===== src/rtl/dmem_stage.sv =====
// Data-memory access stage: turns an EX/MEM load/store into a req/ack memory transaction and stalls until done.
// Optional build macro DMEM_TIMEOUT_EN adds a BUSY watchdog limited by TIMEOUT_CYCLES.
module dmem_stage #(
  parameter int unsigned TIMEOUT_CYCLES = 255
) (
  input  logic        clk_i,
  input  logic        rst_i,
  input  logic        MemRead_i,
  input  logic        MemWrite_i,
  input  logic [1:0]  WB_i,
  input  logic [31:0] addr_i,
  input  logic [31:0] data_i,
  input  logic [4:0]  rd_i,
  output logic        stall_o,
  output logic [1:0]  WB_o,
  output logic [31:0] addr_o,
  output logic [31:0] data_o,
  output logic [4:0]  rd_o,
  output logic        err_o,
  output logic        mem_req_o,
  output logic        mem_we_o,
  output logic [31:0] mem_addr_o,
  output logic [31:0] mem_wdata_o,
  input  logic        mem_ack_i,
  input  logic [31:0] mem_rdata_i,
  output logic [1:0]  state_o
);

  typedef enum logic [1:0] {
    IDLE = 2'd0,
    BUSY = 2'd1,
    DONE = 2'd2
  } state_t;

  state_t      state_q, state_d;
  logic [31:0] load_q;
  logic        access;
  logic        misaligned;
  logic        start;
  logic        finish;
  logic        timeout_hit;
  logic        timed_out;

  assign access     = MemRead_i | MemWrite_i;
  assign misaligned = addr_i[1:0] != 2'b00;
  assign start      = (state_q == IDLE) && access && !misaligned;
  assign finish     = (state_q == BUSY) && (mem_ack_i || timeout_hit);
  assign state_o    = state_q;

`ifdef DMEM_TIMEOUT_EN
  logic [15:0] to_cnt_q;
  logic        to_flag_q;

  assign timeout_hit = (state_q == BUSY) && !mem_ack_i &&
                       (to_cnt_q == 16'(TIMEOUT_CYCLES - 1));
  assign timed_out   = to_flag_q;

  // to_flag_q is only ever high in the DONE cycle that follows an expired wait.
  always_ff @(posedge clk_i or posedge rst_i) begin
    if (rst_i) begin
      to_cnt_q  <= 16'd0;
      to_flag_q <= 1'b0;
    end else begin
      to_flag_q <= timeout_hit;
      if (start) begin
        to_cnt_q <= 16'd0;
      end else if ((state_q == BUSY) && !mem_ack_i) begin
        to_cnt_q <= to_cnt_q + 16'd1;
      end
    end
  end
`else
  assign timeout_hit = 1'b0;
  assign timed_out   = 1'b0;
`endif

  always_ff @(posedge clk_i or posedge rst_i) begin
    if (rst_i) begin
      state_q <= IDLE;
    end else begin
      state_q <= state_d;
    end
  end

  always_comb begin
    state_d = state_q;
    stall_o = 1'b0;
    err_o   = 1'b0;
    WB_o    = WB_i;
    addr_o  = addr_i;
    rd_o    = rd_i;
    data_o  = 32'h0;
    case (state_q)
      IDLE: begin
        if (access && misaligned) begin
          err_o = 1'b1;
          WB_o  = 2'b00;
        end else if (access) begin
          stall_o = 1'b1;
          state_d = BUSY;
        end
      end
      BUSY: begin
        stall_o = 1'b1;
        if (mem_ack_i || timeout_hit) begin
          state_d = DONE;
        end
      end
      DONE: begin
        state_d = IDLE;
        if (timed_out) begin
          err_o = 1'b1;
          WB_o  = 2'b00;
        end else if (!mem_we_o) begin
          data_o = load_q;
        end
      end
      default: state_d = IDLE;
    endcase
  end

  // Handshake: mem_req_o rises with the latched we/addr/wdata, which stay frozen
  // until the BUSY cycle in which mem_ack_i is sampled high; ack outside BUSY is ignored.
  always_ff @(posedge clk_i or posedge rst_i) begin
    if (rst_i) begin
      mem_req_o   <= 1'b0;
      mem_we_o    <= 1'b0;
      mem_addr_o  <= 32'h0;
      mem_wdata_o <= 32'h0;
      load_q      <= 32'h0;
    end else if (start) begin
      mem_req_o   <= 1'b1;
      mem_we_o    <= MemWrite_i;
      mem_addr_o  <= addr_i;
      mem_wdata_o <= data_i;
    end else if (finish) begin
      mem_req_o <= 1'b0;
      if (mem_ack_i && !mem_we_o) begin
        load_q <= mem_rdata_i;
      end
    end
  end

endmodule


===== config.mk =====
export PLATFORM = sky130hd
export DESIGN_NAME = dmem_stage
export DESIGN_NICKNAME = d
export VERILOG_FILES = /design/src/rtl/dmem_stage.sv
export SDC_FILE = /design/constraint.sdc
export NUM_CORES = 1
export LEC_CHECK = 0
export CORE_MARGIN = 8
export CORE_UTILIZATION = 41
export DETAILED_ROUTE_END_ITERATION = 16
export GPL_TIMING_DRIVEN = 0
export PLACE_DENSITY_LB_ADDON = 0.2
export REMOVE_ABC_BUFFERS = 1
export SLEW_MARGIN = 40
export SYNTH_ARGS = -nofsm -noshare
export SYNTH_HDL_FRONTEND = slang
export SYNTH_SLANG_ARGS = --single-unit

===== constraint.sdc =====
create_clock -name clk_i -period 7.8 [get_ports clk_i]
set_input_delay 1.56 -clock clk_i [delete_from_list [all_inputs] [get_ports clk_i]]
set_output_delay 1.56 -clock clk_i [all_outputs]
set_load 0.03 [all_outputs]

Word-level counts from Yosys, hierarchy flattened
Cells that the tools add are included.
{ "word_totals": {"regBits": 100, "n_memories": 0, "mem_bits_rw": 0, "input_bits": 108, "latchBits": 0, "mem_bits_ro": 0} }
{ "op_classes": {"multipliers": 0, "eq_ne": 5, "div": 0, "n_shift": 0, "bitwise_logic": 2, "n_addsub": 0, "n_mux": 15, "reduce_logical": 12, "n_lt_le_gt_ge": 0} }
{ "op_table": {"columns": ["cell", "n"], "rows": [
  ["32-bit 2-to-1 mux", 2],
  ["2-bit 2-to-1 mux", 5],
  ["1-bit 2-to-1 mux", 6],
  ["2-bit != test, second input constant", 3],
  ["3-bit AND reduction", 2],
  ["1-bit logical AND", 5],
  ["2-bit one-hot mux with 2 select lines", 1],
  ["2-bit nonzero test", 2],
  ["2-bit by 1-bit == test with 1-bit output, second input constant", 1],
  ["2-bit == test, second input constant", 1],
  ["1-bit logical NOT", 2],
  ["2-bit logical NOT", 1],
  ["1-bit one-hot mux with 2 select lines", 1],
  ["1-bit inverter", 1],
  ["1-bit OR", 1]
]} }

Logic depth before layout (Yosys ltp)
Gate-level depths: netlist of run 1.
{ "logic_depth": {"ltp_word": 5, "mapped_depth": 6, "mapped_depth_nobuf": 3} }

Least setup slack after synthesis of run 1
OpenSTA, ideal clock, no wires.
{ "synth_path": {"kind": "input -> output", "startpoint": "input port addr_i[0]", "endpoint": "output port WB_o[0]", "t_required_ns": 6.240, "path_buffers": 0, "stages": 3, "arrival_time_ns": 3.086, "setup_slack_ns": 3.154, "cell_sequence": "nor2_1 > nor4_1 > nor2b_1"} }
{ "synth_between": {"elab_chain_cells": 4} }
{ "synth_rtl": {"columns": ["item", "line", "source"], "rows": [
  ["from (decl)", "11", "input logic [31:0] addr_i,"],
  ["2-bit nonzero test", "45", "assign misaligned = addr_i[1:0] != 2'b00;"],
  ["1-bit logical AND", "95", "if (access && misaligned) begin"],
  ["2-bit 2-to-1 mux", "95", null],
  ["2-bit 2-to-1 mux", null, null],
  ["to (decl)", "15", "output logic [1:0] WB_o,"]
]} }
Every way passes these cells.

Worst setup path in the final report of run 1
{ "layout_path": {"startpoint": "input port addr_i[0]", "endpoint": "output port stall_o"} }
{ "layout_between": {"elab_chain_cells": 4} }
{ "layout_rtl": {"columns": ["item", "line", "source"], "rows": [
  ["2-bit nonzero test", "45", null],
  ["1-bit logical AND", "95", null],
  ["1-bit 2-to-1 mux", "95", null],
  ["1-bit one-hot mux with 2 select lines", "93", "case (state_q)"],
  ["to (decl)", "14", "output logic stall_o,"]
]} }
Every way passes these cells.

==> summary.txt, run 1 <==
Clock network
  – Post-CTS Resized: 0
  – CTS H-tree depth: 3
  – Root Driver: clkbuf_8
  – CTS Buffer Depth: 2
  – CTS tree: built
  – Worst-Skew Late Latency: between 300 and 400 ps
  – CTS Hold Buffers Added: 0
  – Postcts setup bufs: 0
  – Total CTS buffers: 9
  – Clock sink total: 100
  – Clock transition at path regs: ~90 ps

STA
  – Fmax: 191 MHz
  – Setup Skew: around 13 ps
  – Slew headroom: 0.657
  – Worst-margin pin slew: approximately 500 ps
  – Final Max Slew Viols: 0
  – Total Neg Setup Slack: 0 ps
  – Setup repair after global routing missed its margin: false
  – Final hold viol count: 0
  – Final min period: between 5000 and 6000 ps
  – Final setup vio count: 0
  – Final period util: 0.671

Hold path
  – Hold Path Cell Cnt: 1
  – Worst Min Path Start: mem_addr_o[1]
  – Min-delay worst type: register to register

Setup path
  – Worst path required time: 6240 ps
  – Worst-path maximum fanout: 30
  – Most used cell along the critical path: clkdlybuf4s50_1
  – Launch point of the worst path: addr_i[0]
  – Worst-path cell chain: clkdlybuf4s50_1 -> nor2_1 -> or4b_4 -> nand2_1 -> clkdlybuf4s50_1
  – Crit Path Class: input pin to output pin
  – Crit path largest cell delay: between 700 and 800 ps
  – Register-to-Register Path Depth: 3
  – Crit path capture type: output pin
  – Worst path arrival time: around 3700 ps
  – Slowest-stage cell, CP: or4b_4
  – RR Startpoint: state_o[0]
  – CP Launch Type: input pin

GRT
  – Initial antenna violation count: 0
  – Vias in the first global route: roughly 3300
  – GRT Overall Usage: 0.166
  – Total grt overflow: 0
  – Largest net degree at the start of global routing: 58
  – First-pass GRT wire length: 18.4 mm

Cells and area
  – Nets: between 600 and 700
  – Ratio of cells with drive above 1 in the final layout: 0.238
  – FILL cells: approximately 750
  – ANT cells: 0
  – Area delta synth->final: 57.8%

Synthesis
  – Seq/Total Area, Yosys: 0.583
  – Synth warnings: 0
  – Synth Register Bits: 100
  – Synth Instances: 296
  – Netlist cell types: 18
  – Mapped Area: ~4300 sq um
  – Syn Area/Cell: 14.5 sq um

Routing
  – Vias: between 2000 and 3000
  – WL per Instance: 18.2 um
  – DRT antenna net count: 0
  – Via-to-Cell Ratio: roughly 4.6
  – DRC Markers: 0
  – First-pass DRT Iterations: 4
  – 1st-iter DRT viols: about 140
  – Final wirelength: 11.6 mm

Die
  – Initial core utilization: 0.419
  – Die height: about 120 um
  – DIE WIDTH: 118 um
  – Core area: about 10000 sq um
  – Io pins: 249
  – Num rows: 37
  – Die ar.: between 10000 and 15000 sq um

Power and ir drop
  – Total power: about 1.9 mW
  – Clock share of power: 0.162
  – Net Sw Frac: 0.345
  – Power Dens Cells: 274 nW/um^2
  – Lkg Pwr: between 2 and 3 nW
  – Net Sw Power: 0.640 mW
  – Comb power frac: 0.419
  – P_int: around 1.2 mW
  – Max IR drop VDD: between 0.00015 and 0.0002 V
  – Share of power burned in registers: 0.420

Run status
  – Status: complete, no violations

Placed design
  – IO buf count: 238
  – Post-DP HPWL: between 9 and 10 mm
  – Global placement routability congestion: slightly above 0.7

Run
  – Maxcap violations: 0
==> routing by layer <==
layer | routed length (um) | part of all wire | track usage | vias up
li1 | - | - | - | 1365
met1 | 4390 | 0.38 | 0.181 | 1413
met2 | 5360 | 0.46 | 0.257 | 169
met3 | 1680 | 0.14 | 0.103 | 13
met4 | 216 | 0.019 | 0.0665 | 0
met5 | 0 | 0 | 0 | -
==> cell usage after synthesis, drive strengths merged <==
cell type  number  share of area
nor3b           1         0.0018
nor2b           2         0.0029
dfrtp         100           0.58
o21ai           1         0.0012
nand3b          1         0.0018
or4b            1         0.0023
nor2            3         0.0026
clkbuf          3         0.0026
and2           34          0.050
nand2           3         0.0026
nor4            1         0.0015
nand2b          1         0.0015
buf            48          0.082
mux2           95           0.26
inv             2         0.0018
==> state kept, by name, indices dropped and copies added (netlist names) <==
register / count
load_q: 32
mem_addr_o: 32
mem_wdata_o: 32
state_o: 2
mem_req_o: 1
mem_we_o: 1
==> critical path: cells and delay by family <==
kind	cells	cell delay, ps
buf+inv	2	1100
simple gates	3	1010
==> cells by family (layout without fill, tap and decap cells) <==
group                  Yosys count  count (layout)  share of synthesized area
muxes                           95              95                      0.263
AOI/OAI and AO/OA                1               1                    0.00117
and+or+nand+nor                 47              47                     0.0665
buffers and inverters           53             261                     0.0863
DFF                            100             100                      0.583
==> worst paths after layout <==
path | end | slack [ps]
worst max register to register | mem_wdata_o[4] | 5830
worst max-delay path | stall_o | 2570
max in group asynchronous | mem_addr_o[10] | 5640
min in group asynchronous | load_q[16] | 1590
worst min register to register | mem_addr_o[1] | 490
worst min-delay path | mem_addr_o[1] | 490
==> stage by stage <==
step | cells | hold slack, ps | util | area [sq um] | setup slack, ps
after detailed placement | 624 | 475 | 0.644 | 6590 | 2540
after global placement | 619 | 468 | 0.633 | 6480 | 926
after CTS | 640 | 498 | 0.662 | 6770 | 2540
after floorplan | 245 | 472 | - | 3930 | 2310
final | 640 | 493 | 0.662 | 6770 | 2570
after global routing | 640 | 501 | 0.662 | 6770 | 2490
==> power by group through the flow <==
stage	Clock [mW]	Combinational (mW)	Sequential, mW
floorplan	0	0.229	0.968
global placement	0	0.776	0.778
detailed placement	0	0.786	0.788
CTS	0.314	0.789	0.780
global route	0.330	0.818	0.805
finish	0.299	0.776	0.777
==> placed cells by master, fill, tap and decap left out, drive strengths merged, types with 2 or more instances in the layout <==
cell,synthesis,layout
and2,34,34
nor2b,2,2
clkinv,0,5
clkbuf,3,10
mux2,95,95
dfrtp,100,100
nand2,3,3
buf,48,5
nor2,3,3
inv,2,2
clkdlybuf4s50,0,238
==> layout make-up <==
cell class,instances,area [sq um],share of cell area
clock inverters,6,40.0,0.00591
inverters,2,15.0,0.00222
flip-flops and latches,100,2500,0.370
multi-input cells,143,1430,0.212
repair buffers,243,2470,0.365
well taps,136,170,0.0251
clock buffers,10,138,0.0203
No activity file was read; power rests on OpenSTA's default activity.
==> run 2, diff against run 1 <==
CORE_UTILIZATION = 38   (was 41)
clock period = 5.5 ns   (was 7.8 ns; I/O delays follow)
==> summary.txt, run 2 (synthesis results as in run 1) <==
Setup path
  – Worst-path maximum fanout: 23
  – Worst-path cell chain: clkdlybuf4s50_1 -> nor2_1 -> or4b_4 -> nand2_1 -> clkdlybuf4s50_1
  – Worst path required time: about 4400 ps
  – Most used cell along the critical path: clkdlybuf4s50_1
  – Launch point of the worst path: MemWrite_i
  – Crit Path Class: input pin to output pin
  – Buffers & Inverters on Critical Path: 2
  – Register-to-Register Path Depth: 3
  – Worst R2R Setup Slack: ~3600 ps
  – Worst path depth: 5
  – Cell family with most CP delay: buffers and inverters
  – Crit path capture: stall_o
  – R2R Path End: mem_wdata_o[10]
  – Crit path capture type: output pin
  – CP Launch Type: input pin
  – Slowest-stage cell, CP: clkdlybuf4s50_1
  – RR Startpoint: state_o[0]
  – Crit path largest cell delay: between 600 and 700 ps
  – Worst path arrival time: ~3200 ps

Power and ir drop
  – Max IR drop VDD: 0.000198 V
  – Total power: ~2.8 mW
  – Lkg Pwr: between 2 and 3 nW
  – Power Dens Cells: roughly 410 nW/um^2

GRT
  – Initial antenna violation count: 0
  – GRT Overall Usage: 0.155
  – Largest net degree at the start of global routing: between 50 and 60
  – Total grt overflow: 0
  – First-pass GRT wire length: ~18 mm
  – Vias in the first global route: 3306

STA
  – Worst-margin pin slew: between 500 and 600 ps
  – Final Max Slew Viols: 0
  – Setup Skew: between 4 and 5 ps
  – Final period util: 0.775
  – Final setup vio count: 0
  – Fmax: 235 MHz
  – Setup repair after global routing missed its margin: false
  – Final min period: roughly 4300 ps
  – Final hold viol count: 0
  – Total Neg Setup Slack: 0 ps
  – Slew headroom: 0.644

Cells and area
  – Commonest cells after routing, fill and taps aside: 238 x clkdlybuf4s50_1, 100 x dfrtp_1, 80 x mux2_2
  – ANT cells: 0
  – Final core utilization: 0.614
  – Regs by FF count: load_q (32), mem_addr_o (32), mem_wdata_o (32)
  – Nets: slightly above 600
  – Most common cell after layout, fill and taps aside: clkdlybuf4s50_1
  – Area delta synth->final: 60.8%
  – Ratio of cells with drive above 1 in the final layout: 0.234

Clock network
  – Root Driver: clkbuf_16
  – CTS Buffer Depth: 2
  – Post-CTS Resized: 0
  – Clock sink total: 100
  – CTS tree: built
  – Postcts setup bufs: 0
  – Total CTS buffers: 9
  – Worst-Skew Late Latency: 330 ps
  – Clock transition at path regs: 60 ps
  – CTS H-tree depth: 3
  – CTS Hold Buffers Added: 0

Placed design
  – IO buf count: 238
  – Post-DP HPWL: 9.42 mm
  – Global placement routability congestion: 0.740

Routing
  – 1st-iter DRT viols: about 110
  – First-pass DRT Iterations: 4
  – Vias: between 2000 and 3000
  – Via-to-Cell Ratio: ~4.6
  – DRC Markers: 0
  – Final wirelength: around 12 mm
  – DRT antenna net count: 0
  – WL per Instance: around 18 um

Die
  – Die height: between 100 and 150 um
  – Die ar.: between 10000 and 15000 sq um
  – Core area: about 11000 sq um
  – DIE WIDTH: 122 um
  – Num rows: 39
  – Io pins: roughly 250
  – Initial core utilization: 0.382

Hold path
  – Hold Path Cell Cnt: 2
  – Min-delay worst type: register to register

Run
  – Maxcap violations: 0

Run status
  – Status: complete, no violations
[run 2: report_power, final]
part / switching, mW / total (mW) / internal (mW)
sequential: 0.120 / 1.11 / 0.988
clock: 0.253 / 0.597 / 0.344
combinational: 0.545 / 1.10 / 0.558
total: 0.917 / 2.81 / 1.89
[run 2: worst min-delay path by stage]
| stage | start | endpoint | slack [ps] |
|---|---|---|---|
| floorplan | load_q[0] | load_q[0] | 470 |
| global placement | mem_addr_o[1] | mem_addr_o[1] | 470 |
| detailed placement | mem_addr_o[0] | mem_addr_o[0] | 470 |
| CTS | mem_addr_o[1] | mem_addr_o[1] | 490 |
| global route | mem_addr_o[0] | mem_addr_o[0] | 510 |
| finish | mem_req_o | mem_req_o | 490 |
[run 2: per-stage QoR]
step	cell area (sq um)	cells	setup WS, ps	hold slack (ps)
6_report	6900	648	1240	490
5_1_grt	6900	648	1190	506
4_1_cts	6900	648	1220	492
3_5_place_dp	6610	632	1230	470
3_3_place_gp	6490	626	-443	469
2_1_floorplan	3930	245	932	472
[run 2: layout make-up]
cell class              instances  area [sq um]
clock inverters                 1          5.00
multi-input cells             143          1430
well taps                     143           179
inverters                       2          15.0
flip-flops and latches        100          2500
clock buffers                  15           278
repair buffers                244          2480
fillers                       899          4330
[run 2: worst min-delay path: cells and delay by family (launching register included)]
kind | cells | cell delay, ps
DFF | 1 | 340
and+or+nand+nor | 2 | 120
[run 2: layer usage]
| metal | up-vias | wire length, um | track usage |
|---|---|---|---|
| met5 | - | 0 | 0 |
| met4 | 0 | 136 | 0.0480 |
| met3 | 11 | 1630 | 0.0837 |
| met2 | 159 | 5670 | 0.256 |
| met1 | 1437 | 4370 | 0.168 |
| li1 | 1376 | - | - |
==> run 3, diff against run 2 <==
CORE_UTILIZATION = 34   (was 38)
clock period = 3.9 ns   (was 5.5 ns; I/O delays follow)
==> summary.txt, run 3 (synthesis results as in run 1) <==
Clock network
  – Postcts setup bufs: 0
  – Clock transition at path regs: around 60 ps
  – CTS Buffer Depth: 2
  – Clock sink total: 100
  – CTS tree: built
  – Post-CTS Resized: 0
  – CTS Hold Buffers Added: 0
  – Total CTS buffers: 9
  – Worst-Skew Late Latency: approximately 340 ps
  – CTS H-tree depth: 3
  – Root Driver: clkbuf_16

Routing
  – DRT antenna net count: 0
  – WL per Instance: approximately 18 um
  – 1st-iter DRT viols: 96
  – Vias: 2960
  – First-pass DRT Iterations: 4
  – Via-to-Cell Ratio: roughly 4.4
  – DRC Markers: 0
  – Final wirelength: 12.0 mm

Die
  – Num rows: slightly above 40
  – Core area: about 12000 sq um
  – Io pins: between 200 and 250
  – DIE WIDTH: 128 um
  – Die ar.: roughly 16000 sq um
  – Initial core utilization: 0.344
  – Die height: about 130 um

Hold path
  – Min-delay worst type: register to register

Cells and area
  – ANT cells: 0
  – Ratio of cells with drive above 1 in the final layout: 0.236
  – Regs by FF count: load_q (32), mem_addr_o (32), mem_wdata_o (32)
  – Nets: 608
  – FILL cells: 1048
  – Final core utilization: 0.557
  – Most common cell after layout, fill and taps aside: clkdlybuf4s50_1
  – Area delta synth->final: 61.8%
  – Commonest cells after routing, fill and taps aside: 238 x clkdlybuf4s50_1, 100 x dfrtp_1, 80 x mux2_2

GRT
  – M1 GR Usage: 0.154
  – Met2 Use GR: 0.221
  – GR Layer Usage met3: 0.102
  – GRT Overall Usage: 0.146
  – Total grt overflow: 0
  – GR peak layer: met2
  – Initial antenna violation count: 0
  – Vias in the first global route: around 3400
  – First-pass GRT wire length: about 19 mm
  – Largest net degree at the start of global routing: 53

Run status
  – Status: complete, no violations

Placed design
  – IO buf count: between 200 and 250
  – Global placement routability congestion: between 0.7 and 0.8
  – Post-DP HPWL: 9.36 mm

Setup path
  – Crit Path Class: input pin to output pin
  – Worst-path maximum fanout: 33
  – Crit path capture type: output pin
  – Worst path arrival time: a little under 3000 ps
  – Worst path required time: ~3100 ps
  – CP Launch Type: input pin

STA
  – Final Max Slew Viols: 0
  – Fmax: between 200 and 300 MHz
  – Total Neg Setup Slack: 0 ps
  – Slew headroom: 0.637
  – Final hold viol count: 0
  – Final min period: roughly 3700 ps
  – Final period util: 0.953
  – Final setup vio count: 0
  – Worst-margin pin slew: 543 ps
  – Setup Skew: 3.91 ps
  – Setup repair after global routing missed its margin: false

Run
  – Maxcap violations: 0

Power and ir drop
  – Comb power frac: 0.388
  – Net Sw Power: about 1.3 mW
  – Max IR drop VDD: 0.000315 V
  – Share of power burned in registers: 0.391
  – Lkg Pwr: around 3 nW
  – Clock share of power: 0.221
  – P_int: 2.70 mW
  – Power Dens Cells: 577 nW/um^2
  – Net Sw Frac: 0.327
-- run 3: layout make-up --
type,instances,area [sq um],area share
inverter,2,15.0,0.00216
sequential,100,2500,0.361
timing repair buffer,244,2480,0.357
clock inverter,4,48.8,0.00703
tap,172,215,0.0310
clock buffer,12,246,0.0355
multi-input combinational,143,1430,0.206
-- run 3: layer usage --
metal,part of all wire,vias up
met5,0,-
met4,0.015,0
met3,0.16,9
met2,0.44,169
met1,0.38,1409
li1,-,1373
-- run 3: through the flow --
| step | power, mW | instance area [sq um] | cells | worst slack, ps | hold slack [ps] |
|---|---|---|---|---|---|
| 2_1_floorplan | 2.39 | 3930 | 245 | -28.5 | 472 |
| 3_3_place_gp | 3.11 | 6520 | 655 | -1420 | 468 |
| 3_5_place_dp | 3.16 | 6640 | 661 | 167 | 469 |
| 4_1_cts | 4.07 | 6940 | 677 | 174 | 491 |
| 5_1_grt | 4.22 | 6940 | 677 | 97.7 | 504 |
| 6_report | 4.01 | 6940 | 677 | 184 | 491 |
-- run 3: critical path, stage by stage --
cell and delay [ps]:
clkdlybuf4s50_1 440, nor2_1 130, or4b_4 740, nand2_1 150, clkdlybuf4s50_1 690
-- run 3: power by group through the flow --
stage                     logic [mW]  registers [mW]  clock network (mW)
after global placement          1.55            1.56                   0
after CTS                       1.58            1.57               0.921
after global routing            1.64            1.62               0.960
final                           1.55            1.57               0.886
after floorplan                0.457            1.94                   0
after detailed placement        1.57            1.59                   0
-- run 3: worst paths after layout --
kind,slack [ps],end,startpoint,cells past startpoint
worst max register to register,1900,mem_wdata_o[2],state_o[0],3
min in group asynchronous,850,load_q[13],rst_i,2
worst min-delay path,490,mem_req_o,mem_req_o,2
worst min register to register,490,mem_req_o,mem_req_o,2
max in group asynchronous,2480,mem_wdata_o[3],rst_i,3
worst max-delay path,180,stall_o,addr_i[1],5
